<file path="config.mk">
export PLATFORM = sky130hd
export DESIGN_NAME = mem_access
export DESIGN_NICKNAME = d
export VERILOG_FILES = /design/src/rtl/mem_access.sv
export SDC_FILE = /design/constraint.sdc
export NUM_CORES = 1
export LEC_CHECK = 0
export BUFFER_PORTS_ARGS = -buffer_cell sky130_fd_sc_hd__buf_2
export CAP_MARGIN = 20
export CORE_MARGIN = 2
export CORE_UTILIZATION = 38
export DETAILED_ROUTE_END_ITERATION = 10
export PLACE_DENSITY = 0.79
export SYNTH_ARGS = -nofsm -noshare
export SYNTH_HDL_FRONTEND = slang
export SYNTH_SLANG_ARGS = --single-unit
</file>
<file path="constraint.sdc">
create_clock -name clk -period 2.1 [get_ports clk]
set_input_delay 0.525 -clock clk [delete_from_list [all_inputs] [get_ports clk]]
set_output_delay 0.525 -clock clk [all_outputs]
set_load 0.02 [all_outputs]
</file>
<file path="src/rtl/mem_access.sv">
// Memory-access pipeline stage: drives a req/gnt/rvalid data bus for loads and
// stores, formats write lanes, and sign/zero-extends returned load data.
module mem_access #(
  parameter int TIMEOUT_CYCLES = 256
) (
  input  logic        clk,
  input  logic        rst,
  input  logic [4:0]  wd_i,
  input  logic        wreg_i,
  input  logic [31:0] wdata_i,
  input  logic [7:0]  aluop_i,
  input  logic [31:0] mem_addr_i,
  input  logic [31:0] operand2_i,
  input  logic [4:0]  stalled,
  output logic [4:0]  wd_o,
  output logic        wreg_o,
  output logic [31:0] wdata_o,
  output logic        stallreq_o,
  output logic        misalign_o,
  output logic        buserr_o,
  output logic        dbus_req_o,
  output logic        dbus_we_o,
  output logic [31:0] dbus_addr_o,
  output logic [31:0] dbus_wdata_o,
  output logic [3:0]  dbus_be_o,
  input  logic        dbus_gnt_i,
  input  logic        dbus_rvalid_i,
  input  logic [31:0] dbus_rdata_i,
  input  logic        dbus_err_i
);

  // state | meaning
  // IDLE  | pass-through, or issue an aligned memory op
  // REQ   | request presented, waiting for gnt
  // WAIT  | granted, waiting for rvalid or timeout
  // DONE  | result presented until EX/MEM releases the instruction

  localparam logic [7:0] EXE_LB_OP  = 8'b1110_0000;
  localparam logic [7:0] EXE_LH_OP  = 8'b1110_0001;
  localparam logic [7:0] EXE_LW_OP  = 8'b1110_0011;
  localparam logic [7:0] EXE_LBU_OP = 8'b1110_0100;
  localparam logic [7:0] EXE_LHU_OP = 8'b1110_0101;
  localparam logic [7:0] EXE_SB_OP  = 8'b1110_1000;
  localparam logic [7:0] EXE_SH_OP  = 8'b1110_1001;
  localparam logic [7:0] EXE_SW_OP  = 8'b1110_1011;

  localparam int CW = (TIMEOUT_CYCLES > 2) ? $clog2(TIMEOUT_CYCLES) : 1;

  typedef enum logic [1:0] {IDLE, REQ, WAIT, DONE} state_t;

  state_t          state_q, state_d;
  logic [31:0]     ld_data_q;
  logic [1:0]      off_q;
  logic [CW-1:0]   cnt_q;
  logic            err_q;

  logic            is_load, is_store, is_byte, is_half, is_word;
  logic            mem_op, misaligned, timeout_hit;
  logic [31:0]     ld_ext;
  logic            unused_stall;

  assign unused_stall = ^{stalled[4], stalled[2:0]};

  always_comb begin
    is_load  = 1'b0;
    is_store = 1'b0;
    is_byte  = 1'b0;
    is_half  = 1'b0;
    is_word  = 1'b0;
    unique case (aluop_i)
      EXE_LB_OP, EXE_LBU_OP: begin is_load  = 1'b1; is_byte = 1'b1; end
      EXE_LH_OP, EXE_LHU_OP: begin is_load  = 1'b1; is_half = 1'b1; end
      EXE_LW_OP:             begin is_load  = 1'b1; is_word = 1'b1; end
      EXE_SB_OP:             begin is_store = 1'b1; is_byte = 1'b1; end
      EXE_SH_OP:             begin is_store = 1'b1; is_half = 1'b1; end
      EXE_SW_OP:             begin is_store = 1'b1; is_word = 1'b1; end
      default: ;
    endcase
  end

  assign mem_op     = is_load | is_store;
  assign misaligned = (is_half & mem_addr_i[0]) | (is_word & (|mem_addr_i[1:0]));
  assign timeout_hit = (TIMEOUT_CYCLES != 0) && (cnt_q == CW'(TIMEOUT_CYCLES - 1));

  // Bus fields come straight from the held EX/MEM inputs, so they stay stable in REQ.
  always_comb begin
    dbus_addr_o  = {mem_addr_i[31:2], 2'b00};
    dbus_we_o    = is_store;
    dbus_be_o    = 4'b0000;
    dbus_wdata_o = operand2_i;
    if (is_byte) begin
      dbus_be_o    = 4'b0001 << mem_addr_i[1:0];
      dbus_wdata_o = {4{operand2_i[7:0]}};
    end else if (is_half) begin
      dbus_be_o    = mem_addr_i[1] ? 4'b1100 : 4'b0011;
      dbus_wdata_o = {2{operand2_i[15:0]}};
    end else if (is_word) begin
      dbus_be_o    = 4'b1111;
    end
  end

  always_comb begin
    logic [7:0]  b;
    logic [15:0] h;
    ld_ext = ld_data_q;
    case (off_q)
      2'd0:    b = ld_data_q[7:0];
      2'd1:    b = ld_data_q[15:8];
      2'd2:    b = ld_data_q[23:16];
      default: b = ld_data_q[31:24];
    endcase
    h = off_q[1] ? ld_data_q[31:16] : ld_data_q[15:0];
    case (aluop_i)
      EXE_LB_OP:  ld_ext = {{24{b[7]}}, b};
      EXE_LBU_OP: ld_ext = {24'd0, b};
      EXE_LH_OP:  ld_ext = {{16{h[15]}}, h};
      EXE_LHU_OP: ld_ext = {16'd0, h};
      default:    ld_ext = ld_data_q;
    endcase
  end

  always_ff @(posedge clk) begin
    if (!rst) begin
      state_q   <= IDLE;
      ld_data_q <= '0;
      off_q     <= '0;
      cnt_q     <= '0;
      err_q     <= 1'b0;
    end else begin
      state_q <= state_d;
      case (state_q)
        IDLE: begin
          if (mem_op && !misaligned) begin
            off_q <= mem_addr_i[1:0];
            cnt_q <= '0;
            err_q <= 1'b0;
          end
        end
        WAIT: begin
          cnt_q <= cnt_q + CW'(1);
          if (dbus_rvalid_i) begin
            ld_data_q <= dbus_rdata_i;
            err_q     <= dbus_err_i;
          end else if (timeout_hit) begin
            err_q <= 1'b1;
          end
        end
        default: ;
      endcase
    end
  end

  always_comb begin
    state_d    = state_q;
    dbus_req_o = 1'b0;
    stallreq_o = 1'b0;
    misalign_o = 1'b0;
    buserr_o   = 1'b0;
    wd_o       = wd_i;
    wreg_o     = wreg_i;
    wdata_o    = wdata_i;
    case (state_q)
      IDLE: begin
        if (mem_op) begin
          wreg_o = 1'b0;
          if (misaligned) begin
            misalign_o = 1'b1;
          end else begin
            dbus_req_o = 1'b1;
            stallreq_o = 1'b1;
            state_d    = dbus_gnt_i ? WAIT : REQ;
          end
        end
      end
      REQ: begin
        dbus_req_o = 1'b1;
        stallreq_o = 1'b1;
        wreg_o     = 1'b0;
        if (dbus_gnt_i) state_d = WAIT;
      end
      WAIT: begin
        stallreq_o = 1'b1;
        wreg_o     = 1'b0;
        if (dbus_rvalid_i || timeout_hit) state_d = DONE;
      end
      DONE: begin
        buserr_o = err_q;
        if (is_load && !err_q) begin
          wdata_o = ld_ext;
        end else begin
          wreg_o = 1'b0;
        end
        // Held inputs still describe the finished access; reissuing would repeat it.
        if (!stalled[3]) state_d = IDLE;
      end
      default: state_d = IDLE;
    endcase
  end

endmodule

</file>
==> metrics.csv <==
metric,value,unit
status,finished with violations,
violations,setup timing,
critPathSlowestCell,or3_4,
timing.final.crit_share,125,%
place.detailed.hpwl,10500,um
cts_root_buffer,clkbuf_8,
grt_start_max_net_pins,33,
std_cell_rows,35,
grt_setup_unrepaired,true,
drive_gt1_share,56.9,%
cts.sink_count,45,
cp_max_fo,8,
seq_area_frac_synth,24.9,%
cp.arrival,2.10,ns
htree_levels,2,
final_util,65.1,%
ys_ff_latch,45,
ys_warn_count,0,
ys_top_cells_by_area,"dfxtp_1 25%, a21oi_1 14%, buf_4 10%, nand2_1 8.6%, mux2_2 7.5%",
cp_cell_sequence,"buf_6, nand4b_1, or3_4, buf_4, a211o_4, a21oi_4, buf_6",
grt_pass1_vias,4505,
p_leak,2.56,nW
finalNonFillerCells,833,
wire_per_inst,19.0,um
vias,4813,
first_iter_violations,365,
path_class,input port to output pin,
fmax,0.381,GHz
fin_nets,859,
hold_buffers,0,
die_h,101,um
drt_pass1_iterations,5,
synthDistinctLibCells,52,
track_usage,26.8,%
finalSetupViolCount,64,
gp_congestion,0.894,
start_util,39.1,%
worst_slack,-0.526,ns
drc,0,
numCtsBuffers,5,
place_inst,803,
vias_per_cell,5.78,
async_flop_share,0,%
setup.worst_path.end_class,output pin,
synthCells,506,
cpPeakStageDelay,0.42,ns
core,9240,sq um
p_per_area,524,nW/um^2
synth_top_area_share,24.9,%
synth_ff_type,dfxtp_1,
grt_pass1_wl,21900,um
worst_clock_skew,0.0165,ns
tightest_slew,0.615,ns
cpMostUsedCell,buf_6,
cts_buffer_depth,2,
synth_edf_count,0,
max_slew_margin,58.9,%
die-area,10300,sq um
portBuffers,186,
cts_tree,yes,
hold_viol_final,0,
grt-ovfl-total,0,
wl,15800,um
critPathRequiredTime,1.57,ns
ios,263,
ir_drop,498,uV
maxCapViolations,0,
cp-start-kind,input port,
cts.clk_slew.worst_paths,0.11,ns
avgSynthCellArea,7.14,sq um
slew_violations,0,
antenna_found_initial,1,
fin_crit,2.63,ns
clk_latency,0.31,ns
final_antenna_net_count,0,
syn_area,3610,sq um
fp.dieW,101,um
hp-class,input port to flip-flop,
synth_top_cell_by_area,dfxtp_1,
syn_to_final_growth,66.7,%
## logic make-up after synthesis
kind of cell,count (synthesis),share of synthesized area [%]
AOI/OAI and AO/OA,170,27.3
and+or+nand+nor,164,20.5
buffers and inverters,85,14.3
DFF,45,24.9
muxes,36,11.2
adders and majority gates,5,1.73
other,1,0.104
## per-stage QoR
stage / TNS (ns) / hold slack, ns / total power (W) / area, sq um / setup slack (ns)
floorplan: -7.62 / 0.447 / 0.00195 / 4020 / -0.231
global placement: -22.20 / 0.462 / 0.00229 / 5080 / -0.490
detailed placement: -24.23 / 0.477 / 0.00235 / 5080 / -0.495
CTS: -23.86 / 0.443 / 0.00303 / 5660 / -0.464
global route: -27.77 / 0.442 / 0.00331 / 6020 / -0.573
finish: -24.39 / 0.439 / 0.00315 / 6020 / -0.526
## final cells by class
| cell class | instances | area [sq um] |
|---|---|---|
| Inverter | 9 | 35.0 |
| Tap cell | 129 | 161 |
| Multi-Input combinational cell | 378 | 2860 |
| Clock inverter | 3 | 25.0 |
| Clock buffer | 5 | 68.8 |
| Sequential cell | 45 | 902 |
| Fill cell | 707 | 3220 |
| Timing Repair Buffer | 263 | 1960 |
| Antenna cell | 1 | 2.50 |
## critical path: cells and delay by family
family | cells | cell delay [ns]
AND/OR/NAND/NOR | 2 | 0.62
AO/OA/AOI/OAI | 2 | 0.55
buffers and inverters | 3 | 0.40
## repair_timing
item,in CTS,in global routing
cloned,4,1
pin swaps,10,17
buffers inserted,14,7
endpoints found under the setup margin,65,65
resized for setup,84,85
## routing by layer
metal,routed length (um),GRT usage [%],part of all wire [%]
met2,8360,50.4,53
met3,1220,4.28,7.7
met4,711,12.6,4.5
met1,5520,29.0,35
met5,0,0,0
## report_power, final
part / switching [W] / internal [W] / leakage (nW)
registers: 0.0000992 / 0.000940 / 0.364
clock network: 0.000341 / 0.000241 / 0.0448
logic: 0.000839 / 0.000694 / 2.15
## placed cells by master, fill, tap and decap left out, types with 3 or more instances in the layout
cell and n:
buf_2 131, nand2_1 81, buf_4 76, a21oi_1 50, buf_6 46, dfxtp_1 44, nor2_1 32, a21oi_2 29
a21oi_4 25, o22ai_1 18, mux2_2 15, mux2i_1 11, o21ai_2 11, mux2_4 9, inv_1 8, nor2_4 7
nand2b_1 7, buf_12 7, o21ai_0 6, nand3_1 5, a22oi_1 5, or3_1 5, clkbuf_8 5, nor2_2 3
nand4_1 3, a22oi_2 3, and2_1 3, ha_1 3
## synthesized netlist by cell type (all sizes together), types with 3 or more instances
library cell  number
and2               3
o22ai             21
clkbuf            19
o31ai              3
ha                 5
mux2i             11
and3               3
o21ai             18
nand2b             8
nand4              3
a21oi            104
nand2             83
nand3              7
nor2              42
a22oi              8
buf               57
dfxtp             45
inv                8
mux2              24
or3                6
## registers in the layout, summed over array words and instances, names as in the netlist
register   count
state_q        2
cnt_q          8
off_q          2
ld_data_q     32
err_q          1
## final timing paths
path                            slack (ns)             to  depth (start not counted)              from
worst max register to register        0.15       cnt_q[5]                          7        state_q[0]
worst min register to register        0.49   ld_data_q[3]                          2      ld_data_q[3]
worst max-delay path                 -0.53    wdata_o[25]                          7        aluop_i[4]
worst min-delay path                  0.44  ld_data_q[28]                          3  dbus_rdata_i[28]
(Power assumes the default switching activity.)
